`src/rtl/vga_scan_gen.sv`:
```
// VGA raster scan generator with pipeline-aligned sync and registered RGB output.
// Coordinates feed the region decoders; sync/blank are delayed PIPE ticks to meet the returning colour.
module vga_scan_gen #(
  parameter int CLK_DIV  = 2,
  parameter int H_ACTIVE = 640,
  parameter int H_FP     = 16,
  parameter int H_SYNC   = 96,
  parameter int H_BP     = 48,
  parameter int V_ACTIVE = 480,
  parameter int V_FP     = 10,
  parameter int V_SYNC   = 2,
  parameter int V_BP     = 33,
  parameter int PIPE     = 2
) (
  input  logic        clk,
  input  logic        rst,
  input  logic [23:0] color_RGB,
  output logic [9:0]  x,
  output logic [9:0]  y,
  output logic        pix_tick,
  output logic        active,
  output logic        frame_start,
  output logic        hsync,
  output logic        vsync,
  output logic [23:0] rgb_out
);

  localparam int H_TOTAL = H_ACTIVE + H_FP + H_SYNC + H_BP;
  localparam int V_TOTAL = V_ACTIVE + V_FP + V_SYNC + V_BP;
  localparam int DIV_W   = (CLK_DIV > 1) ? $clog2(CLK_DIV) : 1;

  localparam logic [DIV_W-1:0] DIV_MAX = DIV_W'(CLK_DIV - 1);

  localparam logic [9:0] H_LAST     = 10'(H_TOTAL - 1);
  localparam logic [9:0] V_LAST     = 10'(V_TOTAL - 1);
  localparam logic [9:0] H_ACT      = 10'(H_ACTIVE);
  localparam logic [9:0] V_ACT      = 10'(V_ACTIVE);
  localparam logic [9:0] H_SYNC_BEG = 10'(H_ACTIVE + H_FP);
  localparam logic [9:0] H_SYNC_END = 10'(H_ACTIVE + H_FP + H_SYNC);
  localparam logic [9:0] V_SYNC_BEG = 10'(V_ACTIVE + V_FP);
  localparam logic [9:0] V_SYNC_END = 10'(V_ACTIVE + V_FP + V_SYNC);

  typedef struct packed {
    logic act;
    logic vs;
    logic hs;
  } pixCtl_t;

  localparam pixCtl_t CTL_IDLE = '{act: 1'b0, vs: 1'b1, hs: 1'b1};

  logic [DIV_W-1:0] divCnt;
  logic [DIV_W-1:0] divNext;
  logic [9:0]       hCnt;
  logic [9:0]       vCnt;
  logic             runQ;
  logic             hsRaw;
  logic             vsRaw;
  pixCtl_t          ctlRaw;
  pixCtl_t          ctlLast;

  always_comb begin
    divNext = (divCnt == DIV_MAX) ? '0 : divCnt + 1'b1;
  end

  // pix_tick is registered from the next divider value so it reads 0 in reset even when CLK_DIV=1.
  always_ff @(posedge clk) begin
    if (rst) begin
      divCnt   <= '0;
      pix_tick <= 1'b0;
      runQ     <= 1'b0;
    end else begin
      divCnt   <= divNext;
      pix_tick <= (divNext == DIV_MAX);
      runQ     <= 1'b1;
    end
  end

  always_ff @(posedge clk) begin
    if (rst) begin
      hCnt        <= '0;
      vCnt        <= '0;
      frame_start <= 1'b0;
    end else begin
      frame_start <= pix_tick && (hCnt == H_LAST) && (vCnt == V_LAST);
      if (pix_tick) begin
        if (hCnt == H_LAST) begin
          hCnt <= '0;
          vCnt <= (vCnt == V_LAST) ? '0 : vCnt + 1'b1;
        end else begin
          hCnt <= hCnt + 1'b1;
        end
      end
    end
  end

  assign x      = hCnt;
  assign y      = vCnt;
  assign active = runQ && (hCnt < H_ACT) && (vCnt < V_ACT);
  assign hsRaw  = !((hCnt >= H_SYNC_BEG) && (hCnt < H_SYNC_END));
  assign vsRaw  = !((vCnt >= V_SYNC_BEG) && (vCnt < V_SYNC_END));

  always_comb begin
    ctlRaw     = CTL_IDLE;
    ctlRaw.act = active;
    ctlRaw.vs  = vsRaw;
    ctlRaw.hs  = hsRaw;
  end

  generate
    if (PIPE == 0) begin : gNoDly
      assign ctlLast = ctlRaw;
    end else begin : gDly
      pixCtl_t dly [PIPE];

      always_ff @(posedge clk) begin
        if (rst) begin
          for (int unsigned i = 0; i < PIPE; i++) begin
            dly[i] <= CTL_IDLE;
          end
        end else if (pix_tick) begin
          dly[0] <= ctlRaw;
          for (int unsigned i = 1; i < PIPE; i++) begin
            dly[i] <= dly[i-1];
          end
        end
      end

      assign ctlLast = dly[PIPE-1];
    end
  endgenerate

  always_ff @(posedge clk) begin
    if (rst) begin
      hsync   <= 1'b1;
      vsync   <= 1'b1;
      rgb_out <= '0;
    end else if (pix_tick) begin
      hsync   <= ctlLast.hs;
      vsync   <= ctlLast.vs;
      rgb_out <= ctlLast.act ? color_RGB : '0;
    end
  end

endmodule

```
`config.mk`:
```
export PLATFORM = sky130hd
export DESIGN_NAME = vga_scan_gen
export DESIGN_NICKNAME = d
export VERILOG_FILES = /design/src/rtl/vga_scan_gen.sv
export SDC_FILE = /design/constraint.sdc
export NUM_CORES = 1
export LEC_CHECK = 0
export ABC_CLOCK_PERIOD_IN_PS = 1800
export CELL_PAD_IN_SITES_DETAIL_PLACEMENT = 0
export CELL_PAD_IN_SITES_GLOBAL_PLACEMENT = 2
export CORE_MARGIN = 1.5
export CORE_UTILIZATION = 24
export DETAILED_ROUTE_END_ITERATION = 7
export HOLD_SLACK_MARGIN = 0.02
export PLACE_DENSITY = 0.86
export SLEW_MARGIN = 20
export SYNTH_ARGS = -nofsm -noshare
export SYNTH_HDL_FRONTEND = slang
export SYNTH_SLANG_ARGS = --single-unit
```
`constraint.sdc`:
```
create_clock -name clk -period 1.8 [get_ports clk]
set_input_delay 0.27 -clock clk [delete_from_list [all_inputs] [get_ports clk]]
set_output_delay 0.27 -clock clk [all_outputs]
set_load 0.05 [all_outputs]
```
== After elaboration in Yosys (flattened, before gate mapping) ==
Memories as Yosys holds them, arrays and structs flattened.
Cells that the tools add are included.
Operators by class
  add/sub/neg operators: 3
  magnitude comparators: 6
  eq/ne operators: 2
  mux-type cells: 11
  bitwise logic cells: 2
  reduce and logical (&&, ||, !) cells: 10
Operator list (number)
  $mux 24: 1
  $add 10x1->10 const B: 2
  $eq 10x10->1 const B: 2
  $lt 10x10->1 const B: 2
  $lt 10x9->1 const B: 2
  $mux 10: 2
  $ge 10x10->1 const B: 1
  $ge 10x9->1 const B: 1
  $logic_and 1x1->1: 6
  $mux 1: 6
  $mux 3: 2
  $logic_not 1->1: 2
  $or 1x1->1: 2
  $reduce_and 2->1: 1
  $reduce_or 2->1: 1
  $add 1x1->1 const B: 1
Storage, ports and cells
  bits in registers: 49
  bits in writable memories: 6
  input bits: 26
  output and inout port bits: 49
  logic and storage cells: 43
  memories kept: 1
Memory list
  gDly.dly: words 2, bits a word 3, rd ports 2, clocked after Yosys merged registers in 0, wr ports 2, RTL line 113  | pixCtl_t dly [PIPE];

== Logic depth before layout (Yosys ltp) ==
Gate-level depths: netlist (run 1).
  word-level depth: 4
  mapped depth: 7
  gate-level depth less buffers: 6

== Worst setup path after synthesis (run 1) ==
OpenSTA, ideal clock, no wires.
  path kind: register to register
  start point: reg hCnt[1] (netlist: x[1])
  end point: reg vCnt[9] (netlist: y[9])
  library setup time: 0.070 ns
  data arrival time: 2.245 ns
  required time: 1.730 ns
  path slack: -0.515 ns
  stages on the path, launching flop included: 6
  period minus slack after synthesis: 2.315 ns
  path through: dfxtp_1 ha_1 nand4b_1 or4_4 or3_1 a21oi_1
On the way
  word-level cells in the longest chain between the ends: 2
Ends and longest elaborated chain
  from (decl): RTL line 53  | logic [9:0] hCnt;
  from (signal assigned): RTL line 90  | hCnt <= hCnt + 1'b1;
  $eq 10x10->1: RTL line 86  | if (hCnt == H_LAST) begin
  $reduce_and 2->1 (no line)
  to (signal assigned): RTL line 88  | vCnt <= (vCnt == V_LAST) ? '0 : vCnt + 1'b1;
  to (decl): RTL line 54  | logic [9:0] vCnt;
No other way between the ends.
A chain may end at the register's enable or synchronous reset.

== Worst setup path in the final report (run 1) ==
  start point: reg hCnt[0] (netlist: x[0])
  end point: reg vCnt[4] (netlist: y[4])
The elaborated chain is that of the path after synthesis.

==> out/summary.txt, run 1 <==
HPWL after detailed placement - 4220 um
Synthesis Warnings - 0
fillcell total - 884
core region area - 8680 sq um
Setup TNS - 0 ns
fin util - 38.9%
Port Buffers - 74
clk root buf - clkbuf_8
Post-Synthesis Cell Area - 2130 sq um
Worst Slack Setup Final - 0.0168 ns
share of the yosys chip area belonging to registers - 54.4%
Via Count - 1872
post-place setup slack - 0.0180 ns
internal cell power - 1.66 mW
Max VDD drop - 0.348 mV
Final GP Congestion - 0.761
DR WL/cell - 14.0 um
Multi-input gate area - 965 sq um
die span in y - 97.3 um
synthesized area per cell - 10.4 sq um
fin crit share - 99.1%
Power Density - 664 nW/um^2
met2 wire length - 2720 um
Critical Path AT - 2.03 ns
Worst Clk Skew - 0.00922 ns
H-tree level count - 2
initial antenna violation count - 0
row count - 34
largest net degree at the start of global routing - 26
diode count - 0
max_cap viols - 0
Mapped Cells - 205
Hold Path Class - register to register
WS Path Type - register to register
Critical Path Start Type - register
Die Width - 97.3 um
max frequency - 561 MHz
Critical Path RT - 2.05 ns
Worst slew margin - 64.9%
Final min period - 1.78 ns
TritonCTS clock tree - yes
Clock power frac - 31.6%
Post-CTS Hold Buffers - 0
register area - 1190 sq um
Lkg Pwr - 1.40 nW
worst skew pair latency - 0.31 ns
synthesis-to-finish area growth - 58.1%
Seq pwr share - 56.8%
number of global-route vias before repair - 1777
max-slew violations - 0
Clock Tree Buf Depth - 2
part of the power in combinational logic - 11.6%
first-pass GRT wire length - 9250 um
Slew @ Worst Pin - 0.525 ns
DR WL met3 - 185 um
# nets final - 337
Sink Count - 55
Max Used Layer - met4
CTS buffer count - 5
GR Util All Layers - 12.1%
Hold WS - 0.475 ns
net switching power - 0.581 mW
Initial DRC Count - 138
Finish-stage setup viols - 0
Antenna Violating Nets Remaining - 0
vias per cell - 4.50
Yosys reg bits - 55
initial core utilization - 24.6%
Routed Wire Length - 5810 um
Cell variety after synth - 32
Overall Power - 2.24 mW
Syn Nets - 235
RSZ-0062 raised after global routing - yes
status - complete, no violations
total grt overflow - 0
DRC - 0
die footprint - 9460 sq um
TritonRoute pass-1 iters - 4
Clock Pin Slew Worst Setup and Hold Paths - 0.11 ns
share of cells above drive strength 1 - 30.5%
io pins - 75
CP Capture Type - register
crit-path max FO - 4
Switching Share - 25.9%
final hold vios - 0
M1 WL - 2890 um
worst max-delay path, stage by stage, from the launching register on:
cell and delay (ns):
dfxtp_4 0.37, ha_4 0.13, nand4b_1 0.17, or4_4 0.60
or3_4 0.34, a21oi_2 0.11
routing by layer:
metal	track usage, %	vias up
li1	-	945
met5	0	-
met1	17.3	885
met4	3.30	0
met3	2.81	2
met2	18.3	40
per-stage QoR:
stage,cell area [sq um],std cells
floorplan,2190,205
global placement,3190,404
detailed placement,3190,404
CTS,3290,413
global route,3370,416
finish,3370,416
cell families after synthesis:
family | count (synthesis) | synth area share, %
adders and majority gates | 4 | 2.35
xor gates and xnor gates | 12 | 4.93
muxes | 4 | 1.88
and+or+nand+nor | 78 | 20.1
AOI/OAI and AO/OA | 35 | 13.0
buffers and inverters | 17 | 3.40
DFF | 55 | 54.4
state kept, by name, indices dropped and copies added (netlist names):
register / cells
x: 10
y: 10
frame_start: 1
runQ: 1
divCnt: 1
gDly.dly: 6
vsync: 1
hsync: 1
rgb_out: 24
path summary, 6_finish.rpt:
check          end  slack, ns  cells past startpoint           start
min reg2reg  hsync       0.48                      2  gDly.dly[0][3]
min          hsync       0.48                      2  gDly.dly[0][3]
max reg2reg   y[4]       0.02                      5            x[0]
max           y[4]       0.02                      5            x[0]
what timing repair did:
action | CTS | global route
setup endpoints to repair | 2 | 13
buffers inserted | 1 | 4
pin swaps | 1 | 6
gates resized for setup | 2 | 17
cells in the mapped netlist:
cell,count,area [sq um]
dfxtp_1,49,981
and3_1,4,25.0
inv_1,7,26.3
nor4_1,2,12.5
nand4b_1,2,17.5
o21ai_0,4,20.0
buf_6,1,11.3
or4_1,3,22.5
or3_1,4,25.0
nand4_1,8,50.1
o41ai_2,1,16.3
edfxtp_1,6,180
or3b_1,1,8.76
buf_2,1,5.00
nand3_1,7,35.0
or4_4,1,11.3
xor2_1,6,52.6
nand2_1,9,33.8
nor3_1,8,40.0
xnor2_1,6,52.6
nor3b_1,1,7.51
a21oi_1,6,30.0
ha_1,4,50.1
clkbuf_1,8,30.0
nor2_1,16,60.1
mux2i_1,4,40.0
nor2b_1,3,18.8
nand2b_1,5,31.3
or4b_2,1,10.0
or2_2,1,6.26
and2_1,2,12.5
a22o_1,24,210
cell usage in the layout (no fill, tap or decap), types with 8 or more instances in the layout:
cell,instances
dfxtp_2,10
nor2_1,14
nand2_1,8
clkdlybuf4s50_1,42
nor3_1,8
dfxtp_1,34
buf_4,53
nand4_1,8
a22o_1,24
cell type report:
type,count,share of cell area [%]
clock inverters,2,0.482
inverters,7,0.779
clock buffers,6,2.15
well taps,108,4.01
repair buffers,105,28.6
multi-input cells,133,28.6
flip-flops and latches,55,35.4
power groups by stage:
stage | Combinational, mW | Sequential [mW] | Clock (mW)
finish | 0.261 | 1.27 | 0.707
global route | 0.275 | 1.28 | 0.784
CTS | 0.262 | 1.27 | 0.747
detailed placement | 0.261 | 1.30 | 0
global placement | 0.259 | 1.30 | 0
floorplan | 0.0585 | 1.36 | 0
(Power assumes the default switching activity.)
==> inputs of run 2 (changes only) <==
--- a/config.mk
+++ b/config.mk
@@ -7,11 +7,12 @@
 export LEC_CHECK = 0
 export ABC_CLOCK_PERIOD_IN_PS = 1800
 export CELL_PAD_IN_SITES_DETAIL_PLACEMENT = 0
-export CELL_PAD_IN_SITES_GLOBAL_PLACEMENT = 2
+export CELL_PAD_IN_SITES_GLOBAL_PLACEMENT = 1
 export CORE_MARGIN = 1.5
-export CORE_UTILIZATION = 24
+export CORE_UTILIZATION = 30
+export CTS_BUF_LIST = sky130_fd_sc_hd__clkbuf_4 sky130_fd_sc_hd__clkbuf_8
 export DETAILED_ROUTE_END_ITERATION = 7
-export HOLD_SLACK_MARGIN = 0.02
+export HOLD_SLACK_MARGIN = 0.08
 export PLACE_DENSITY = 0.86
 export SLEW_MARGIN = 20
 export SYNTH_ARGS = -nofsm -noshare
==> out/summary.txt, run 2 (synthesis results as in run 1) <==
Worst Clk Skew - 0.00991 ns (was 0.00922 ns)
RSZ-0062 raised after global routing - yes (unchanged)
# nets final - 333 (was 337)
vias per cell - 4.62 (was 4.50)
Critical Path AT - 2.02 ns (was 2.03 ns)
Lkg Pwr - 1.31 nW (was 1.40 nW)
io pins - 75 (unchanged)
share of cells above drive strength 1 - 28.9% (was 30.5%)
Die Width - 87.3 um (was 97.3 um)
GR Util All Layers - 13.7% (was 12.1%)
CTS buffer count - 5 (unchanged)
H-tree level count - 2 (unchanged)
Clock power frac - 32.6% (was 31.6%)
fillcell total - 685 (was 884)
startpoint of the worst register-to-register path - x[1] (was x[0])
DRC - 0 (unchanged)
Sink Count - 55 (unchanged)
worst skew pair latency - 0.32 ns (was 0.31 ns)
max_cap viols - 0 (unchanged)
post-place setup slack - -0.0218 ns (was 0.0180 ns)
part of the power in combinational logic - 11.2% (was 11.6%)
Worst Slack Setup Final - 0.0292 ns (was 0.0168 ns)
Routed Wire Length - 5440 um (was 5810 um)
Hold WS - 0.472 ns (was 0.475 ns)
beginning of the worst hold path - gDly.dly[0][4] (was gDly.dly[0][3])
core region area - 6830 sq um (was 8680 sq um)
max-slew violations - 0 (unchanged)
Worst slew margin - 64.3% (was 64.9%)
CP startpoint - x[1] (was x[0])
initial core utilization - 31.2% (was 24.6%)
initial antenna violation count - 0 (unchanged)
Clock Pin Slew Worst Setup and Hold Paths - 0.11 ns (about the same)
largest net degree at the start of global routing - 26 (unchanged)
net switching power - 0.598 mW (was 0.581 mW)
TritonCTS clock tree - yes (unchanged)
Port Buffers - 74 (unchanged)
number of global-route vias before repair - 1644 (was 1777)
first-pass GRT wire length - 8210 um (was 9250 um)
DR WL/cell - 13.6 um (was 14.0 um)
Final GP Congestion - 0.877 (was 0.761)
Switching Share - 26.4% (was 25.9%)
Hold Path Class - register to register (unchanged)
max frequency - 565 MHz (was 561 MHz)
HPWL after detailed placement - 4110 um (was 4220 um)
row count - 30 (was 34)
die span in y - 87.3 um (was 97.3 um)
max reg flops - 24 (unchanged)
Via Count - 1847 (was 1872)
Final min period - 1.77 ns (was 1.78 ns)
die footprint - 7630 sq um (was 9460 sq um)
Largest Register - rgb_out (unchanged)
Setup TNS - 0 ns (unchanged)
clk root buf - clkbuf_8 (unchanged)
internal cell power - 1.66 mW (about the same)
synthesis-to-finish area growth - 53.8% (was 58.1%)
Slew @ Worst Pin - 0.534 ns (was 0.525 ns)
status - complete, no violations (unchanged)
TritonRoute pass-1 iters - 4 (unchanged)
Max VDD drop - 0.344 mV (was 0.348 mV)
Critical Path RT - 2.05 ns (about the same)
commonest non-fill, non-tap cell in the layout - buf_4 (unchanged)
WS Path Type - register to register (unchanged)
final hold vios - 0 (unchanged)
Finish-stage setup viols - 0 (unchanged)
Antenna Violating Nets Remaining - 0 (unchanged)
Critical Path Start Type - register (unchanged)
Power Density - 689 nW/um^2 (was 664 nW/um^2)
crit-path max FO - 5 (was 4)
Clock Tree Buf Depth - 2 (unchanged)
most frequent cells in the layout - buf_4, clkdlybuf4s50_1, dfxtp_1 (unchanged)
Initial DRC Count - 83 (was 138)
fin crit share - 98.4% (was 99.1%)
total grt overflow - 0 (unchanged)
CP Capture Type - register (unchanged)
diode count - 0 (unchanged)
Seq pwr share - 56.2% (was 56.8%)
-- run 2: power groups by stage --
stage	registers [mW]	logic, mW	clock network (mW)
after floorplan	1.36	0.0585	0
after global placement	1.30	0.252	0
final	1.27	0.252	0.737
after detailed placement	1.30	0.254	0
after CTS	1.27	0.254	0.767
after global routing	1.27	0.266	0.803
-- run 2: area by class of cell --
class | instances | area, sq um | share of cell area (%)
sequential | 55 | 1190 | 36.3
timing repair buffer | 101 | 918 | 28.0
inverter | 7 | 26.3 | 0.801
multi-input combinational | 133 | 927 | 28.3
clock inverter | 3 | 27.5 | 0.839
clock buffer | 5 | 68.8 | 2.10
tap | 96 | 120 | 3.66
-- run 2: path summary, 6_finish.rpt --
kind / slack (ns) / endpoint / depth (start not counted)
worst max-delay path: 0.03 / y[7] / 5
worst min-delay path: 0.47 / vsync / 2
worst max register to register: 0.03 / y[7] / 5
worst min register to register: 0.47 / vsync / 2
-- run 2: repair_timing --
| action | CTS | global route |
|---|---|---|
| buffers inserted | 0 | 2 |
| setup endpoints to repair | 3 | 9 |
| hold buffers | 0 | 0 |
| resized for setup | 1 | 5 |
| pin swaps | 1 | 0 |
-- run 2: metrics by stage --
stage / instances / total power, mW / area, sq um / util (%)
finish: 400 / 2.26 / 3280 / 48.0
global route: 400 / 2.34 / 3280 / 48.0
CTS: 398 / 2.29 / 3250 / 47.6
detailed placement: 390 / 1.55 / 3150 / 46.1
global placement: 390 / 1.55 / 3150 / 46.1
floorplan: 205 / 1.42 / 2190 / -
-- run 2: per-layer routing --
layer / track usage (%) / wire, um
met3: 2.37 / 155
met4: 4.76 / 63
met1: 18.6 / 2500
met2: 21.9 / 2710
met5: 0 / 0
-- run 2: worst max-delay path, cell delays in order, from the launching register on --
cell      delay [ns]
dfxtp_4         0.39
ha_4            0.14
nand4b_1        0.16
or4_4           0.55
or3_1           0.33
a21oi_1         0.14
